===== src/rtl/radio_align_samples_if.sv =====
// ============================================================================
// Module   : radio_align_samples_if
// Brief    : Input/config/output bundle for radio_align_samples.
// Revision : 1.0 - initial release
// ============================================================================
`default_nettype none

interface radio_align_samples_if #(
  parameter int SAMP_W = 8,
  parameter int SPC    = 4,
  parameter int USER_W = 8
);
  localparam int DATA_W = SPC * SAMP_W;
  localparam int SH_W   = $clog2(SPC);

  logic [DATA_W-1:0] i_data;
  logic [USER_W-1:0] i_user;
  logic              i_push;
  logic              i_dir;
  logic [SH_W-1:0]   i_shift;
  logic              i_cfg_en;
  logic [DATA_W-1:0] o_data;
  logic [USER_W-1:0] o_user;

  modport master (
    output i_data, i_user, i_push, i_dir, i_shift, i_cfg_en,
    input  o_data, o_user
  );

  modport slave (
    input  i_data, i_user, i_push, i_dir, i_shift, i_cfg_en,
    output o_data, o_user
  );
endinterface

`default_nettype wire


===== src/rtl/radio_align_samples.sv =====
// ============================================================================
// Module   : radio_align_samples
// Brief    : Whole-sample left/right re-alignment of a multi-sample word
//            stream, stitched from the current and previous pushed words.
//            Define ALIGN_SAMPLES_ASSERT_EN to enable X-check assertions.
// Revision : 1.0 - initial release
// ============================================================================
`default_nettype none

module radio_align_samples #(
  parameter int SAMP_W   = 8,
  parameter int SPC      = 4,
  parameter int USER_W   = 8,
  parameter int PIPE_IN  = 1,
  parameter int PIPE_OUT = 1
) (
  input  wire logic             clk,
  input  wire logic             rst,
  radio_align_samples_if.slave  bus
);
  localparam int            DATA_W    = SPC * SAMP_W;
  localparam int            SH_W      = $clog2(SPC);
  localparam logic [SH_W:0] c_SPC_IDX = (SH_W+1)'(SPC);

  logic [DATA_W-1:0] w_data;
  logic [USER_W-1:0] w_user;
  logic              w_push;
  logic              w_cfg_en;
  logic              w_dir;
  logic [SH_W-1:0]   w_shift;

  generate
    if (PIPE_IN != 0) begin : g_pipe_in
      logic [DATA_W-1:0] r_data;
      logic [USER_W-1:0] r_user;
      logic              r_push;
      logic              r_cfg_en;
      logic              r_dir;
      logic [SH_W-1:0]   r_shift;

      always_ff @(posedge clk) begin
        if (rst) begin
          r_data   <= '0;
          r_user   <= '0;
          r_push   <= 1'b0;
          r_cfg_en <= 1'b0;
          r_dir    <= 1'b0;
          r_shift  <= '0;
        end else begin
          r_data   <= bus.i_data;
          r_user   <= bus.i_user;
          r_push   <= bus.i_push;
          r_cfg_en <= bus.i_cfg_en;
          r_dir    <= bus.i_dir;
          r_shift  <= bus.i_shift;
        end
      end

      assign w_data   = r_data;
      assign w_user   = r_user;
      assign w_push   = r_push;
      assign w_cfg_en = r_cfg_en;
      assign w_dir    = r_dir;
      assign w_shift  = r_shift;
    end else begin : g_no_pipe_in
      assign w_data   = bus.i_data;
      assign w_user   = bus.i_user;
      assign w_push   = bus.i_push;
      assign w_cfg_en = bus.i_cfg_en;
      assign w_dir    = bus.i_dir;
      assign w_shift  = bus.i_shift;
    end
  endgenerate

  logic              r_cfg_dir;
  logic [SH_W-1:0]   r_cfg_shift;
  logic [DATA_W-1:0] r_prev;
  logic [DATA_W-1:0] r_last_data;
  logic [USER_W-1:0] r_last_user;

  logic                w_eff_dir;
  logic [SH_W-1:0]     w_eff_shift;
  logic [SH_W:0]       w_idx;
  logic [2*DATA_W-1:0] w_cat;
  logic [DATA_W-1:0]   w_cand [0:SPC];
  logic [DATA_W-1:0]   w_aligned;

  // A config load in the same cycle as a push applies to that push.
  assign w_eff_dir   = w_cfg_en ? w_dir   : r_cfg_dir;
  assign w_eff_shift = w_cfg_en ? w_shift : r_cfg_shift;

  // Every alignment is a SAMP_W-granular window into {C,P}: right s starts at
  // sample s, left s at sample SPC-s, and s==0 selects C (position SPC).
  always_comb begin
    w_idx = c_SPC_IDX;
    if (w_eff_shift != '0) begin
      w_idx = w_eff_dir ? {1'b0, w_eff_shift} : (c_SPC_IDX - {1'b0, w_eff_shift});
    end
  end

  assign w_cat = {w_data, r_prev};

  generate
    for (genvar k = 0; k <= SPC; k++) begin : g_cand
      assign w_cand[k] = w_cat[k*SAMP_W +: DATA_W];
    end
  endgenerate

  assign w_aligned = w_cand[w_idx];

  always_ff @(posedge clk) begin
    if (rst) begin
      r_cfg_dir   <= 1'b0;
      r_cfg_shift <= '0;
      r_prev      <= '0;
      r_last_data <= '0;
      r_last_user <= '0;
    end else begin
      if (w_cfg_en) begin
        r_cfg_dir   <= w_dir;
        r_cfg_shift <= w_shift;
      end
      if (w_push) begin
        r_prev      <= w_data;
        r_last_data <= w_aligned;
        r_last_user <= w_user;
      end
    end
  end

  generate
    if (PIPE_OUT != 0) begin : g_pipe_out
      assign bus.o_data = r_last_data;
      assign bus.o_user = r_last_user;
    end else begin : g_no_pipe_out
      // Without an output stage the hold register only covers non-push cycles.
      assign bus.o_data = w_push ? w_aligned : r_last_data;
      assign bus.o_user = w_push ? w_user    : r_last_user;
    end
  endgenerate

`ifdef ALIGN_SAMPLES_ASSERT_EN
  a_push_known: assert property (@(posedge clk) disable iff (rst)
    !$isunknown(bus.i_push));
  a_cfg_known: assert property (@(posedge clk) disable iff (rst)
    !$isunknown(bus.i_cfg_en));
  a_payload_known: assert property (@(posedge clk) disable iff (rst)
    bus.i_push |-> !$isunknown({bus.i_data, bus.i_user}));
`else
`endif

endmodule

`default_nettype wire


===== src/flat_wrapper.sv =====
// flat-port wrapper written by rule: the top's interface ports become plain ports
module radio_align_samples_flat 
#(
  parameter int SAMP_W   = 8,
  parameter int SPC      = 4,
  parameter int USER_W   = 8,
  parameter int PIPE_IN  = 1,
  parameter int PIPE_OUT = 1
)
  (clk, rst, bus_i_data, bus_i_user, bus_i_push, bus_i_dir, bus_i_shift, bus_i_cfg_en, bus_o_data, bus_o_user);
  radio_align_samples_if #(.SAMP_W(SAMP_W), .SPC(SPC), .USER_W(USER_W)) bus_i ();
  input  wire logic clk;
  input  wire logic rst;
  input wire logic [$bits(bus_i.i_data)-1:0] bus_i_data;
  input wire logic [$bits(bus_i.i_user)-1:0] bus_i_user;
  input wire logic [$bits(bus_i.i_push)-1:0] bus_i_push;
  input wire logic [$bits(bus_i.i_dir)-1:0] bus_i_dir;
  input wire logic [$bits(bus_i.i_shift)-1:0] bus_i_shift;
  input wire logic [$bits(bus_i.i_cfg_en)-1:0] bus_i_cfg_en;
  output wire logic [$bits(bus_i.o_data)-1:0] bus_o_data;
  output wire logic [$bits(bus_i.o_user)-1:0] bus_o_user;
  assign bus_i.i_data = bus_i_data;
  assign bus_i.i_user = bus_i_user;
  assign bus_i.i_push = bus_i_push;
  assign bus_i.i_dir = bus_i_dir;
  assign bus_i.i_shift = bus_i_shift;
  assign bus_i.i_cfg_en = bus_i_cfg_en;
  assign bus_o_data = bus_i.o_data;
  assign bus_o_user = bus_i.o_user;
  radio_align_samples #(.SAMP_W(SAMP_W), .SPC(SPC), .USER_W(USER_W), .PIPE_IN(PIPE_IN), .PIPE_OUT(PIPE_OUT)) u_core (.clk(clk), .rst(rst), .bus(bus_i));
endmodule

===== config.mk =====
export PLATFORM = sky130hd
export DESIGN_NAME = radio_align_samples_flat
export DESIGN_NICKNAME = d
export VERILOG_FILES = /design/src/rtl/radio_align_samples_if.sv /design/src/rtl/radio_align_samples.sv /design/src/flat_wrapper.sv
export SDC_FILE = /design/constraint.sdc
export NUM_CORES = 1
export LEC_CHECK = 0
export BUFFER_PORTS_ARGS = -buffer_cell sky130_fd_sc_hd__buf_2
export CORE_ASPECT_RATIO = 2
export CORE_MARGIN = 2
export CORE_UTILIZATION = 41
export DETAILED_ROUTE_END_ITERATION = 6
export HOLD_SLACK_MARGIN = 0.02
export PLACE_DENSITY = 0.65
export SKIP_CTS_REPAIR_TIMING = 1
export SLEW_MARGIN = 20
export SYNTH_ARGS = -nofsm -noshare
export SYNTH_HDL_FRONTEND = slang
export SYNTH_SLANG_ARGS = --single-unit

===== constraint.sdc =====
create_clock -name clk -period 2.58 [get_ports clk]
set_clock_uncertainty 0.05 [all_clocks]
set_input_delay 0.645 -clock clk [delete_from_list [all_inputs] [get_ports clk]]
set_output_delay 0.645 -clock clk [all_outputs]
set_load 0.05 [all_outputs]

# ---- After elaboration in Yosys (flattened, before gate mapping)
# Cells that the tools add are included.
dict set report op_classes {
  eq_ne 0
  div 0
  n_mux 7
  add_sub_neg 1
  shifts 0
  magnitude_cmp 1
  multipliers 0
  n_reduce_logical 1
  n_bitwise 1
}
# cell n
set op_table {}
lappend op_table {{$bmux 32 s3} 1}
lappend op_table {{$mux 32} 2}
lappend op_table {{$mux 3} 2}
lappend op_table {{$ge 4x4->1 const B} 1}
lappend op_table {{$not 3->4} 1}
lappend op_table {{$sub 3x2->3 const A} 1}
lappend op_table {{$mux 2} 1}
lappend op_table {{$reduce_bool 2->1} 1}
lappend op_table {{$mux 1} 1}
dict set report word_totals {
  output_inout_bits 40
  rom_bits 0
  memories 0
  latchBits 0
  reg_bits 120
  in_bits 47
  wordCells 22
  ram_bits 0
}

# ---- Longest topological paths before layout
dict set report depth {
  word_depth 8
  mapped_depth 9
  depth_no_buf 6
}

# ---- Least setup slack after synthesis
# Ideal clock, no wire load.
dict set report synth_timing {
  path_type {register to register}
  startpoint {register u_core.g_pipe_in.r_cfg_en}
  endpoint {register u_core.r_last_data[10] (netlist: u_core.bus.o_data[10])}
  period_less_slack_ns 2.518
  t_required_ns 2.461
  slack_ns 0.062
  stages_incl_launch_ff 10
  n_path_buf 3
  setup_time_ns 0.069
  t_arrival_ns 2.398
  path_cell_list {dfxtp_1 > buf_2 > mux2i_4 > buf_6 > ha_1 > mux2_2 > a22oi_2 > buf_2 > mux2_2 > o21ai_1}
}
dict set report synth_between {
  elab_chain_len 8
  word_cells_on_any_way 10
  classes_between {add/sub (1); mux (7); bitwise (1); reduce/logical (1)}
}
# element line_no
set synth_rtl {}
lappend synth_rtl {{from (decl)} radio_align_samples.sv:37} ;# logic r_cfg_en;
lappend synth_rtl {{from (signal assigned)} radio_align_samples.sv:53} ;# r_cfg_en <= bus.i_cfg_en;
lappend synth_rtl {{$mux 2} radio_align_samples.sv:90} ;# assign w_eff_shift = w_cfg_en ? w_shift : r_cfg_shift;
lappend synth_rtl {{$sub 3x2->3} radio_align_samples.sv:97} ;# w_idx = w_eff_dir ? {1'b0, w_eff_shift} : (c_SPC_IDX - {1'b0, w_eff_shift});
lappend synth_rtl {{$mux 3} radio_align_samples.sv:97}
lappend synth_rtl {{$mux 3 (*)} radio_align_samples.sv:96} ;# if (w_eff_shift != '0) begin
lappend synth_rtl {{$not 3->4 (not written as such) (*)} radio_align_samples.sv:109} ;# assign w_aligned = w_cand[w_idx];
lappend synth_rtl {{$bmux 32 s3 (*)} radio_align_samples.sv:109}
lappend synth_rtl {{$mux 32 (not written as such) (*) (2 in a row)} radio_align_samples.sv:109}
lappend synth_rtl {{to (signal assigned)} radio_align_samples.sv:125} ;# r_last_data <= w_aligned;
lappend synth_rtl {{to (decl)} radio_align_samples.sv:78} ;# logic [DATA_W-1:0] r_last_data;
# Mark *: on every way between the ends. The rest lies on a longest branch, timed or not. The select of a mux whose other input is x is not followed.
# A chain may end at the register's enable or synchronous reset.

# ---- Final worst setup path
dict set report layout_timing {
  startpoint {register u_core.g_pipe_in.r_cfg_en}
  endpoint {register u_core.r_last_data[28] (netlist: u_core.bus.o_data[28])}
}
# The elaborated chain is that of the path after synthesis.

==> flow_summary.ini <==
[outcome]
outcome = finished clean

[drt]
num_vias = 3461
detail-route-antenna-nets = 0
dr.pass1.iters = 4
drc = 0
wire_per_inst_um = 15.7
dr.first_iter.drc_count = 111
wl_um = 10600
viasPerCell = 5.13

[final_layout]
drive_gt1_share_pct = 31.0
fin_cells = 675
fin_nets = 568
final_cell_mix = dfxtp_1, mux2i_1, buf_2
diodes = 0
area_delta_synth_final_pct = 24.7
fin_util_pct = 52.6
final_common_cell = dfxtp_1
nFillCells = 1028

[synthesis]
synth_top_area_share_pct = 50.2
yosysWarnings = 0
ys_types = 16
netlist_top_cells_area = dfxtp_1, mux2i_1, mux2_2
netlist_area_mm2 = 0.00479
syn_avg_cell_area_um2 = 10.9
syn_inst = 438
synth_nets = 486
synth_top_area_cell = dfxtp_1
yosysSeqAreaShare_pct = 50.2
ys_seq_elements = 120

[sta]
whs_ns = 0.386
slew_headroom_pct = 48.8
rsz0062_at_grt = no
final.setup.tns_ns = 0
setup_viol = 0
period_needed_ns = 2.39
tightestPinTransition_ns = 0.768
min_period_over_period_pct = 92.5
fmax_mhz = 419
finalHoldViolCount = 0
slew_viol_final = 0

[grt]
grt_max_degree = 45
antenna_found_initial = 0
gr-total-overflow = 0
grt.total_usage_pct = 17.7
grt_pass1_wl_um = 17000
grt_pass1_vias = 3506

[power_and_ir_drop]
intPower_uw = 3910
seq_power_share_pct = 39.9
p_switching_uw = 1080
p_sw_share_pct = 21.6
power_frac_clock_pct = 52.3
power_frac_comb_pct = 7.8
power_leakage_uw = 0.00267
power_density_mw_per_mm2 = 835
ir_worst_vdd_uv = 551

[hold_path]
hp-class = input pin to flop

[critical_path]
worstPathArrival_ns = 2.67
crit_top_cell = mux2_2
required_ns = 2.86
path_buf_inv = 1
cpLargestDelayFamily = multiplexers
crit_fanout = 32
cp-start-kind = flop
crit_type = flop to flop
crit_path_end_kind = flop
crit_path_top_delay_cell = dfxtp_1
slowest_delay_ns = 0.46
cp_cell_sequence = mux2i_1 -> ha_1 -> mux2_2 -> a22oi_2 -> buf_12 -> mux2_2 -> o21ai_1

[die]
rows = 55
ios = 87
die_h_um = 157
start_util_pct = 42.2
design.core.area_mm2 = 0.0114
die_area_mm2 = 0.0126
die_w_um = 80.4

[cts]
cts_buffer_depth = 2
htreeDepth = 4
clk_pin_slew_ns = 0.05
worst_skew_pair.late_latency_ns = 0.41
cts_buffers = 17
clock-sinks = 120
clockRootBuffer = clkbuf_16
cts_tree = yes

[placed_design]
hpwl_um = 6910
io_buffers = 86
placed_cells = 643
place.gp.congestion = 0.823

[job]
maxCapViolations = 0
registers in the layout (all words and copies together) (netlist names):
register and count:
u_core.g_pipe_in.r_user 8, u_core.g_pipe_in.r_data 32, u_core.r_cfg_dir 1, u_core.g_pipe_in.r_push 1, u_core.g_pipe_in.r_cfg_en 1, u_core.bus.o_data 32
u_core.r_cfg_shift 2, u_core.g_pipe_in.r_dir 1, u_core.bus.o_user 8, u_core.r_prev 32, u_core.g_pipe_in.r_shift 2
through the flow:
stage	instance area [um2]	power, uW	setup slack, ns
6_report	5970	4990	0.193
5_1_grt	5970	5150	0.0555
4_1_cts	5970	5020	0.180
3_5_place_dp	5320	2420	0.206
3_3_place_gp	5320	2410	0.273
2_1_floorplan	4790	2310	0.0624
cell usage after synthesis:
cell type and count:
dfxtp_1 120, mux2i_1 90, nor2b_1 46, nor2_1 45, mux2_2 34, a22oi_1 32
o21ai_1 32, clkbuf_1 16, buf_2 12, buf_6 5, a22oi_2 1, and4b_1 1
buf_1 1, ha_1 1, mux2i_4 1, or3b_2 1
path summary, 6_finish.rpt:
| path | startpoint | end | depth (start not counted) | slack [ns] |
|---|---|---|---|---|
| setup / recovery | u_core.g_pipe_in.r_cfg_en$_SDFF_PP0_ | u_core.bus.o_data[28]$_SDFFE_PP0P_ | 7 | 0.19 |
| hold / removal | bus_i_shift[0] | u_core.g_pipe_in.r_shift[0]$_SDFF_PP0_ | 2 | 0.39 |
| setup reg to reg | u_core.g_pipe_in.r_cfg_en$_SDFF_PP0_ | u_core.bus.o_data[28]$_SDFFE_PP0P_ | 7 | 0.19 |
| hold reg to reg | u_core.g_pipe_in.r_user[5]$_SDFF_PP0_ | u_core.bus.o_user[5]$_SDFFE_PP0P_ | 2 | 0.42 |
per-layer routing:
metal	part of all wire (%)	global-route usage, %	vias to the layer above
met5	0	0	-
met1	39	17.6	1661
met2	55	32.5	99
met3	4.6	5.65	8
li1	-	-	1693
met4	1.4	8.07	0
final cells by class:
type,instances,area (um2),share of cell area (%)
repair buffers,97,526,8.80
well taps,142,178,2.97
multi-input cells,284,2210,37.0
clock buffers,24,492,8.23
flip-flops and latches,120,2400,40.2
clock inverters,8,165,2.76
cell families after synthesis:
logic type | after synthesis | share of synthesized area (%)
mux | 125 | 27.3
flops | 120 | 50.2
simple gates | 93 | 9.93
compound gates | 65 | 8.62
buf+inv | 34 | 3.76
fa+ha+maj | 1 | 0.261
worst register-to-register path, cell delays in order, from the launching register on:
cell,delay [ns]
dfxtp_1,0.46
mux2i_1,0.28
ha_1,0.28
mux2_2,0.28
a22oi_2,0.21
buf_12,0.25
mux2_2,0.37
o21ai_1,0.13
power groups by stage:
stage          clock (uW)  combinational (uW)  sequential (uW)
3_3_place_gp            0                 384             2020
4_1_cts              2640                 394             1990
3_5_place_dp            0                 392             2030
6_report             2610                 389             1990
5_1_grt              2740                 421             2000
2_1_floorplan           0                 229             2080
No activity file was read; power rests on OpenSTA's default activity.
